`src/rtl/muldiv_unit_if.sv`:
```
// Request/response bundle between the execute stage and the iterative
// RV32M multiply/divide unit.
interface muldiv_unit_if #(
   parameter int unsigned XLEN = 32
);
   logic            req_valid;
   logic            req_ready;
   logic [2:0]      funct3;
   logic [XLEN-1:0] op_a;
   logic [XLEN-1:0] op_b;
   logic [4:0]      rd_idx;
   logic            flush;
   logic            resp_valid;
   logic            resp_ready;
   logic [XLEN-1:0] resp_data;
   logic [4:0]      resp_rd;
   logic            busy;

   modport master (
      output req_valid, funct3, op_a, op_b, rd_idx, flush, resp_ready,
      input  req_ready, resp_valid, resp_data, resp_rd, busy
   );

   modport slave (
      input  req_valid, funct3, op_a, op_b, rd_idx, flush, resp_ready,
      output req_ready, resp_valid, resp_data, resp_rd, busy
   );
endinterface

```
`src/rtl/muldiv_unit.sv`:
```
// Iterative RV32M multiply/divide: one shift-add or restoring-divide step per
// cycle on magnitudes, sign fix-up at the end, valid/ready response.
module muldiv_unit #(
   parameter int unsigned XLEN = 32
) (
   input  logic         clk,
   input  logic         rst_n,
   muldiv_unit_if.slave bus
);
   localparam int unsigned CW = $clog2(XLEN);
   localparam logic [XLEN-1:0] MIN_NEG = {1'b1, {(XLEN-1){1'b0}}};

   typedef enum logic [1:0] {S_IDLE, S_CALC, S_FIX, S_DONE} state_t;
   state_t r_state, w_next;

   logic [2*XLEN-1:0] r_prod;
   logic [XLEN-1:0]   r_m;
   logic [CW-1:0]     r_cnt;
   logic [2:0]        r_f3;
   logic              r_neg;
   logic [XLEN-1:0]   r_resp_data;
   logic [4:0]        r_resp_rd;

   logic              w_sgn_a, w_sgn_b, w_sa, w_sb;
   logic              w_is_div, w_is_rem, w_div0, w_ovf, w_accept;
   logic [XLEN-1:0]   w_mag_a, w_mag_b, w_spec_res;
   logic [XLEN:0]     w_sum, w_shift;
   logic [XLEN-1:0]   w_diff, w_rem, w_fix_res;
   logic              w_ge;
   logic [2*XLEN-1:0] w_step, w_prod_fix;

   assign w_sgn_a  = !(bus.funct3 inside {3'b011, 3'b101, 3'b111});
   assign w_sgn_b  = w_sgn_a && (bus.funct3 != 3'b010);
   assign w_sa     = w_sgn_a & bus.op_a[XLEN-1];
   assign w_sb     = w_sgn_b & bus.op_b[XLEN-1];
   assign w_mag_a  = w_sa ? -bus.op_a : bus.op_a;
   assign w_mag_b  = w_sb ? -bus.op_b : bus.op_b;
   assign w_is_div = bus.funct3[2];
   assign w_is_rem = bus.funct3[2] & bus.funct3[1];
   assign w_div0   = w_is_div && (bus.op_b == '0);
   assign w_ovf    = w_is_div && !bus.funct3[0] && (bus.op_a == MIN_NEG) && (bus.op_b == '1);
   assign w_accept = (r_state == S_IDLE) && bus.req_valid && !bus.flush;

   always_comb begin
      w_spec_res = w_is_rem ? bus.op_a : '1;
      if (w_ovf) w_spec_res = w_is_rem ? '0 : MIN_NEG;
   end

   // Multiply keeps the multiplier in the low half and shifts right;
   // divide keeps remainder:quotient and shifts left.
   assign w_sum   = {1'b0, r_prod[2*XLEN-1:XLEN]} + (r_prod[0] ? {1'b0, r_m} : '0);
   assign w_shift = {r_prod[2*XLEN-1:XLEN], r_prod[XLEN-1]};
   assign w_ge    = (w_shift >= {1'b0, r_m});
   assign w_diff  = w_shift[XLEN-1:0] - r_m;

   always_comb begin
      if (r_f3[2])
         w_step = w_ge ? {w_diff, r_prod[XLEN-2:0], 1'b1}
                       : {w_shift[XLEN-1:0], r_prod[XLEN-2:0], 1'b0};
      else
         w_step = {w_sum, r_prod[XLEN-1:1]};
   end

   // Negating the full register also yields the negated quotient in its low half.
   assign w_prod_fix = r_neg ? -r_prod : r_prod;
   assign w_rem      = r_neg ? -r_prod[2*XLEN-1:XLEN] : r_prod[2*XLEN-1:XLEN];

   always_comb begin
      case (r_f3)
         3'b000, 3'b100, 3'b101: w_fix_res = w_prod_fix[XLEN-1:0];
         3'b001, 3'b010, 3'b011: w_fix_res = w_prod_fix[2*XLEN-1:XLEN];
         default:                w_fix_res = w_rem;
      endcase
   end

   always_ff @(posedge clk or negedge rst_n) begin
      if (!rst_n) r_state <= S_IDLE;
      else        r_state <= w_next;
   end

   always_comb begin
      w_next = r_state;
      if (bus.flush) begin
         w_next = S_IDLE;
      end else begin
         case (r_state)
            S_IDLE:  if (bus.req_valid) w_next = (w_div0 || w_ovf) ? S_DONE : S_CALC;
            S_CALC:  if (r_cnt == '0) w_next = S_FIX;
            S_FIX:   w_next = S_DONE;
            S_DONE:  if (bus.resp_ready) w_next = S_IDLE;
            default: w_next = S_IDLE;
         endcase
      end
   end

   always_ff @(posedge clk or negedge rst_n) begin
      if (!rst_n) begin
         r_prod      <= '0;
         r_m         <= '0;
         r_cnt       <= '0;
         r_f3        <= '0;
         r_neg       <= 1'b0;
         r_resp_data <= '0;
         r_resp_rd   <= '0;
      end else if (w_accept) begin
         r_f3      <= bus.funct3;
         r_resp_rd <= bus.rd_idx;
         r_neg     <= w_is_rem ? w_sa : (w_sa ^ w_sb);
         r_cnt     <= CW'(XLEN-1);
         r_m       <= w_is_div ? w_mag_b : w_mag_a;
         r_prod    <= {{XLEN{1'b0}}, (w_is_div ? w_mag_a : w_mag_b)};
         if (w_div0 || w_ovf) r_resp_data <= w_spec_res;
      end else if (r_state == S_CALC) begin
         r_prod <= w_step;
         if (r_cnt != '0) r_cnt <= r_cnt - 1'b1;
      end else if (r_state == S_FIX) begin
         r_resp_data <= w_fix_res;
      end
   end

   assign bus.req_ready  = (r_state == S_IDLE);
   assign bus.busy       = (r_state != S_IDLE);
   assign bus.resp_valid = (r_state == S_DONE);
   assign bus.resp_data  = r_resp_data;
   assign bus.resp_rd    = r_resp_rd;
endmodule

```
`src/flat_wrapper.sv`:
```
// flat-port wrapper written by rule: the top's interface ports become plain ports
module muldiv_unit_flat 
#(
   parameter int unsigned XLEN = 32
)
  (clk, rst_n, bus_req_valid, bus_funct3, bus_op_a, bus_op_b, bus_rd_idx, bus_flush, bus_resp_ready, bus_req_ready, bus_resp_valid, bus_resp_data, bus_resp_rd, bus_busy);
  muldiv_unit_if #(.XLEN(XLEN)) bus_i ();
  input  logic clk;
  input  logic rst_n;
  input wire logic [$bits(bus_i.req_valid)-1:0] bus_req_valid;
  input wire logic [$bits(bus_i.funct3)-1:0] bus_funct3;
  input wire logic [$bits(bus_i.op_a)-1:0] bus_op_a;
  input wire logic [$bits(bus_i.op_b)-1:0] bus_op_b;
  input wire logic [$bits(bus_i.rd_idx)-1:0] bus_rd_idx;
  input wire logic [$bits(bus_i.flush)-1:0] bus_flush;
  input wire logic [$bits(bus_i.resp_ready)-1:0] bus_resp_ready;
  output wire logic [$bits(bus_i.req_ready)-1:0] bus_req_ready;
  output wire logic [$bits(bus_i.resp_valid)-1:0] bus_resp_valid;
  output wire logic [$bits(bus_i.resp_data)-1:0] bus_resp_data;
  output wire logic [$bits(bus_i.resp_rd)-1:0] bus_resp_rd;
  output wire logic [$bits(bus_i.busy)-1:0] bus_busy;
  assign bus_i.req_valid = bus_req_valid;
  assign bus_i.funct3 = bus_funct3;
  assign bus_i.op_a = bus_op_a;
  assign bus_i.op_b = bus_op_b;
  assign bus_i.rd_idx = bus_rd_idx;
  assign bus_i.flush = bus_flush;
  assign bus_i.resp_ready = bus_resp_ready;
  assign bus_req_ready = bus_i.req_ready;
  assign bus_resp_valid = bus_i.resp_valid;
  assign bus_resp_data = bus_i.resp_data;
  assign bus_resp_rd = bus_i.resp_rd;
  assign bus_busy = bus_i.busy;
  muldiv_unit #(.XLEN(XLEN)) u_core (.clk(clk), .rst_n(rst_n), .bus(bus_i));
endmodule
```
`config.mk`:
```
export PLATFORM = sky130hd
export DESIGN_NAME = muldiv_unit_flat
export DESIGN_NICKNAME = d
export VERILOG_FILES = /design/src/rtl/muldiv_unit_if.sv /design/src/rtl/muldiv_unit.sv /design/src/flat_wrapper.sv
export SDC_FILE = /design/constraint.sdc
export NUM_CORES = 1
export LEC_CHECK = 0
export CAP_MARGIN = 20
export CORE_MARGIN = 2
export CORE_UTILIZATION = 61
export DETAILED_ROUTE_END_ITERATION = 10
export PLACE_DENSITY = 0.92
export SETUP_SLACK_MARGIN = 0.05
export SKIP_CTS_REPAIR_TIMING = 1
export SYNTH_ARGS = -nofsm -noshare
export SYNTH_HDL_FRONTEND = slang
export SYNTH_SLANG_ARGS = --single-unit
```
`constraint.sdc`:
```
create_clock -name clk -period 4.8 [get_ports clk]
set_input_delay 0.48 -clock clk [delete_from_list [all_inputs] [get_ports clk]]
set_output_delay 0.48 -clock clk [all_outputs]
set_load 0.01 [all_outputs]
```
==> flow_summary_export.csv, run 1 <==
group,metric,value,unit
outcome,status,"completed",
sta,worst_slew_pin_slew,1.15,ns
setup_path,worstPathArrival,4.29,ns
pwr,power_density,678,nW/um^2
logic_synthesis,synth_top_area_cell,"dfrtp_1",
setup_path,r2r_end,"u_core.bus.resp_data[24]",
sta,timing.final.hold_violations,0,
floorplan,dieArea,26400,um^2
logic_synthesis,synth_area_leaders,"dfrtp_1 24%, o21ai_0 7.6%, nand2_1 6.6%",
logic_synthesis,synth_edf_count,0,
grt,antenna_found_initial,1,
worst_hold_path,hp-class,"primary input to asynchronous set/reset pin",
placement,dpl_cell_area,16600,um^2
logic_synthesis,yosysWarnings,0,
setup_path,startpoint_type,"register",
logic_synthesis,netlist_area,15300,um^2
grt,grt_max_degree,107,
floorplan,rows,58,
floorplan,fp.dieW,163,um
placement,io_buffer_count,116,
logic_synthesis,yosysTopAreaCellShare,23.5,%
grt,grt_pass1_vias,15894,
floorplan,ios,117,
clock_network,clk_pin_slew,0.07,ns
clock_network,cts_tree,"done",
detailed_routing,wl,60600,um
sta,fmax,248,MHz
layout,layout_commonest_cell,"nand2_1",
grt,grt_overflow,0,
setup_path,startpoint,"u_core.r_prod[32]",
logic_synthesis,avgSynthCellArea,7.41,um^2
setup_path,cp.required,5.06,ns
floorplan,floorplan.initialDensity,61.6,%
layout,mostFrequentLayoutCells,"268 x nand2_1, 233 x o21ai_0, 185 x nor2_1, 142 x a21oi_1, 142 x dfrtp_1",
pwr,vdd_ir_drop_max,0.356,mV
logic_synthesis,ys_seq_area_share,23.5,%
pwr,power_leakage,0.00699,uW
detailed_routing,drc,0,
logic_synthesis,yosysUniqueCellTypes,85,
layout,fin_area,17200,um^2
layout,fin_util,69.0,%
sta,slew_viol_final,0,
sta,rsz0062_at_grt,"no",
layout,layout.nets,2254,
sta,layout_min_cycle_time,4.03,ns
detailed_routing,vias,17335,
setup_path,r2r_slack,0.77,ns
setup_path,rr_worst_depth,10,
setup_path,critical_path_class,"register to register",
sta,fin_crit_sh,83.9,%
layout,drive_above_1_share,5.87,%
clock_network,cts-htree-levels,4,
placement,dp_hpwl,45600,um
detailed_routing,vias_per_cell,7.09,
sta,clock_skew,0.0144,ns
logic_synthesis,syn-num-nets,2224,
detailed_routing,dr.pass1.iters,6,
detailed_routing,drt_iter0_drc,2380,
floorplan,die_y,163,um
logic_synthesis,ys_seq_elements,144,
setup_path,r2r_start,"u_core.r_prod[32]",
detailed_routing,drt-wirelength-per-cell,24.8,um
setup_path,critPathCaptureType,"register",
grt,grt_pass1_wl,91700,um
sta,timing.setup.tns,0,ns
clock_network,worstSkewPairLatency,0.44,ns
clock_network,clk_path_buf_depth,2,
logic_synthesis,synth_ff_type,"dfrtp_1",
placement,gp_congestion,1.07,
floorplan,core,24900,um^2
logic_synthesis,synthArstFlopShare,100,%
clock_network,root_buffer,"clkbuf_16",
logic_synthesis,syn-instance-count,2070,
sta,whs,0.0736,ns
pwr,p_total,11600,uW
clock_network,cts_buffers,17,
clock_network,cts_sinks,144,
detailed_routing,ant_nets,0,
setup_path,setup.worst_path.end,"u_core.bus.resp_data[24]",
run,cap_viol_max_count,0,
grt,grt_usage,45.1,%
layout,syn_to_final_growth,12.0,%
sta,setup_violations,0,
sta,slew_headroom,23.0,%
setup_path,cp_max_fo,13,
## power breakdown
part / internal, uW / switching (uW) / total [uW]
clock network: 733 / 651 / 1380
registers: 1700 / 809 / 2510
logic: 2960 / 4780 / 7740
total: 5390 / 6240 / 11600
## cells in the mapped netlist, types with 7 or more instances
cell / number
o41ai_1: 19
clkbuf_1: 99
o31ai_1: 19
dfrtp_1: 144
or3_1: 23
and2_1: 15
a21oi_1: 142
o211ai_1: 64
nand2_1: 268
o21ai_1: 19
ha_1: 75
and3_1: 11
xnor2_1: 95
mux2i_1: 61
or2_2: 9
nor2_1: 185
nor4_1: 12
o221ai_1: 20
or4_1: 14
a31oi_1: 15
a31o_2: 7
nand4_1: 20
a221oi_1: 14
o21ai_0: 233
xor2_1: 74
nor2b_1: 7
o22ai_1: 14
o21bai_1: 11
a22oi_1: 11
a21o_1: 22
inv_1: 79
nand2b_1: 11
nor3_1: 45
buf_1: 21
a211oi_1: 14
o21a_1: 11
buf_2: 11
buf_6: 8
nand3_1: 41
## stage by stage
step / setup slack, ns / instances
after global placement: 0.949 / 2408
after floorplan: 1.45 / 2070
after detailed placement: 0.878 / 2408
after global routing: 0.566 / 2443
after CTS: 0.883 / 2440
final: 0.771 / 2444
## registers in the layout (all words and copies together) (netlist names)
signal	cells
u_core.bus.resp_data	32
u_core.bus.resp_rd	5
u_core.r_cnt	5
u_core.r_f3	3
u_core.r_m	32
u_core.r_neg	1
u_core.r_prod	64
u_core.r_state	2
## routing by layer
metal / global-route usage (%) / part of all wire (%) / vias up
met2: 69.5 / 43 / 1346
met4: 28.1 / 7.7 / 0
met3: 11.2 / 13 / 295
li1: - / - / 7568
met5: 0 / 0 / -
met1: 57.0 / 36 / 8126
## worst max-delay path, stage by stage, from the launching register on
cell,delay [ns]
dfrtp_1,0.56
inv_1,0.22
ha_1,0.24
nor3b_1,0.53
nand4b_1,0.50
or2_2,0.53
or3_1,0.41
o21ai_0,0.16
nand2_1,0.07
a32oi_1,0.41
o221ai_1,0.20
## kinds of logic (layout without fill, tap and decap cells)
kind of cell / count (synthesis) / in the layout / synth area share [%]
mux: 67 / 67 / 4.42
other cells: 0 / 1 / 0
flops: 144 / 144 / 23.5
xor+xnor: 169 / 169 / 9.66
fa+ha+maj: 77 / 77 / 6.38
compound gates: 691 / 691 / 28.5
simple gates: 701 / 701 / 21.6
buf+inv: 221 / 264 / 5.94
## worst min-delay path by stage
stage | startpoint | endpoint | slack, ns | depth (start not counted)
2_1_floorplan | rst_n | u_core.bus.resp_data[0] | 0.18 | 0
3_3_place_gp | u_core.bus.resp_rd[1] | u_core.bus.resp_rd[1] | 0.46 | 2
3_5_place_dp | u_core.bus.resp_rd[4] | u_core.bus.resp_rd[4] | 0.47 | 2
4_1_cts | rst_n | u_core.bus.resp_data[18] | 0.09 | 1
5_1_grt | rst_n | u_core.bus.resp_data[18] | 0.11 | 1
6_report | rst_n | u_core.bus.resp_data[30] | 0.07 | 1
## layout make-up
type	instances	area [um^2]
Multi-Input combinational cell	1705	10800
Tap cell	330	413
Clock buffer	17	425
Sequential cell	144	3610
Clock inverter	15	149
Antenna cell	1	2.50
Fill cell	2081	7730
Inverter	80	300
Timing Repair Buffer	152	1440
Power figures use the tool's default switching activity.
==> run 2: changes to the inputs <==
--- a/config.mk
+++ b/config.mk
@@ -7,9 +7,9 @@
 export LEC_CHECK = 0
 export CAP_MARGIN = 20
 export CORE_MARGIN = 2
-export CORE_UTILIZATION = 61
+export CORE_UTILIZATION = 55
 export DETAILED_ROUTE_END_ITERATION = 10
-export PLACE_DENSITY = 0.92
+export PLACE_DENSITY = 0.88
 export SETUP_SLACK_MARGIN = 0.05
 export SKIP_CTS_REPAIR_TIMING = 1
 export SYNTH_ARGS = -nofsm -noshare
==> constraint.sdc (replaced) <==
create_clock -name clk -period 3.3 [get_ports clk]
set_input_delay 0.33 -clock clk [delete_from_list [all_inputs] [get_ports clk]]
set_output_delay 0.33 -clock clk [all_outputs]
set_load 0.01 [all_outputs]
==> run 2 against run 1 <==
  * Maximum frequency increased by 23%
  * Sequential share of layout area is 2.2 points lower
  * Clock skew is 0.0031 ns lower
  * Clock-buffer cell count is the same
  * Die area up 11%
  * Cell area increased by 12%
  * Core utilization up 0.44 points
  * Via count rose by 5.7%
  * Routed wire length grew 5.4%
  * Register-to-register slack worse by 0.75 ns
==> flow_summary_export.csv, run 2 (synthesized netlist as in run 1, its figures left out) <==
group,metric,value,unit
layout,largest_reg_flops,64,
detailed_routing,vias,18327,
layout,diodes,0,
sta,setup_ws,0.0200,ns
sta,timing.final.hold_violations,0,
clock_network,cts-htree-levels,4,
placement,dpl_cell_area,18100,um^2
layout,fin_util,69.4,%
grt,grt_pass1_wl,93900,um
floorplan,fp.dieW,171,um
sta,rsz0062_at_grt,"yes",
detailed_routing,drt-wirelength-per-cell,23.8,um
pwr,vdd_ir_drop_max,0.430,mV
placement,gp_congestion,1.09,
floorplan,ios,117,
grt,grt_pass1_vias,16573,
outcome,status,"completed",
floorplan,die_y,171,um
detailed_routing,ant_nets,0,
floorplan,core,27600,um^2
floorplan,dieArea,29200,um^2
sta,slew_headroom,39.0,%
layout,layout_commonest_cell,"nand2_1",
detailed_routing,dr.pass1.iters,8,
layout,max_flop_register,"u_core.r_prod",
placement,pre_cts_slack,-0.181,ns
clock_network,worstSkewPairLatency,0.45,ns
setup_path,cp_max_fo,4,
placement,dp_hpwl,48100,um
layout,fin_area,19200,um^2
sta,fin_crit_sh,99.4,%
grt,grt_max_degree,105,
setup_path,critPathCaptureType,"register",
pwr,power_leakage,0.00805,uW
sta,worst_slew_pin_slew,0.914,ns
worst_hold_path,hp-class,"primary input to register",
placement,io_buffer_count,116,
grt,grt_overflow,0,
grt,grt_usage,42.2,%
layout,mostFrequentLayoutCells,"268 x nand2_1, 229 x o21ai_0, 223 x buf_4, 185 x nor2_1, 142 x dfrtp_1",
detailed_routing,wl,63900,um
layout,regArea,3610,um^2
layout,syn_to_final_growth,25.1,%
detailed_routing,drt_iter0_drc,3257,
clock_network,cts_buffers,17,
sta,layout_min_cycle_time,3.28,ns
layout,layout.nets,2451,
pwr,power_density,969,nW/um^2
clock_network,cts_sinks,144,
setup_path,startpoint_type,"register",
sta,setup_violations,0,
sta,slew_viol_final,0,
layout,drive_above_1_share,16.2,%
clock_network,cts_tree,"done",
run,cap_viol_max_count,0,
detailed_routing,drc,0,
layout,fin_cells,2688,
sta,clock_skew,0.0113,ns
sta,timing.setup.tns,0,ns
setup_path,cp.required,3.65,ns
placement,dp_cells,2640,
clock_network,clk_pin_slew,0.07,ns
setup_path,critical_path_class,"register to register",
layout,multi_input_area,11200,um^2
detailed_routing,vias_per_cell,6.82,
floorplan,rows,61,
grt,antenna_found_initial,1,
clock_network,root_buffer,"clkbuf_16",
floorplan,floorplan.initialDensity,55.5,%
clock_network,clk_path_buf_depth,2,
setup_path,worstPathArrival,3.63,ns
sta,fmax,305,MHz
layout,nFillCells,2226,
run 2: layout make-up:
type / instances / share of cell area [%]
Clock buffer: 17 / 2.22
Timing Repair Buffer: 349 / 15.6
Sequential cell: 144 / 18.8
Multi-Input combinational cell: 1705 / 58.4
Clock inverter: 15 / 0.927
Inverter: 80 / 1.57
Tap cell: 378 / 2.47
run 2: critical path, cell delays in order, from the launching register on:
cell and delay, ns:
dfrtp_1 0.40, inv_2 0.10, buf_4 0.12, nor2_1 0.04, ha_1 0.20, or4_1 0.66
o21ai_4 0.23, o21a_1 0.22, o221a_4 0.25, o21ai_4 0.08, a21boi_2 0.17, mux2_2 0.36
a2111oi_2 0.34
run 2: power by group:
part           switching, uW  internal, uW
Clock                    925          1140
Combinational           7740          5440
Sequential               842          2480
Total                   9500          9070
run 2: per-stage QoR:
stage / hold slack, ns / power (uW)
global placement: 0.297 / 14900
floorplan: 0.0344 / 10700
CTS: -0.166 / 17300
detailed placement: 0.305 / 15200
finish: 0.407 / 18600
global route: 0.438 / 19400
run 2: path summary, 6_finish.rpt:
kind / to / from / slack [ns] / depth (start not counted)
worst max-delay path: u_core.r_prod[59] / u_core.r_prod[0] / 0.02 / 12
worst min-delay path: u_core.bus.resp_rd[0] / bus_rd_idx[0] / 0.41 / 3
worst max register to register: u_core.r_prod[59] / u_core.r_prod[0] / 0.02 / 12
worst min register to register: u_core.bus.resp_rd[1] / u_core.bus.resp_rd[1] / 0.48 / 2
max in group asynchronous: u_core.r_f3[2] / rst_n / 1.92 / 3
min in group asynchronous: u_core.bus.resp_data[27] / rst_n / 0.42 / 2
run 2: routing by layer:
metal  up-vias  share of wire, %  routed length (um)  GRT usage [%]
met2      1372                42               26800           61.9
met1      8580                37               23900           54.7
met5         -             0.020                  13              0
li1       7984                 -                   -              -
met4         2               7.9                5040           25.6
met3       389                13                8150           12.4
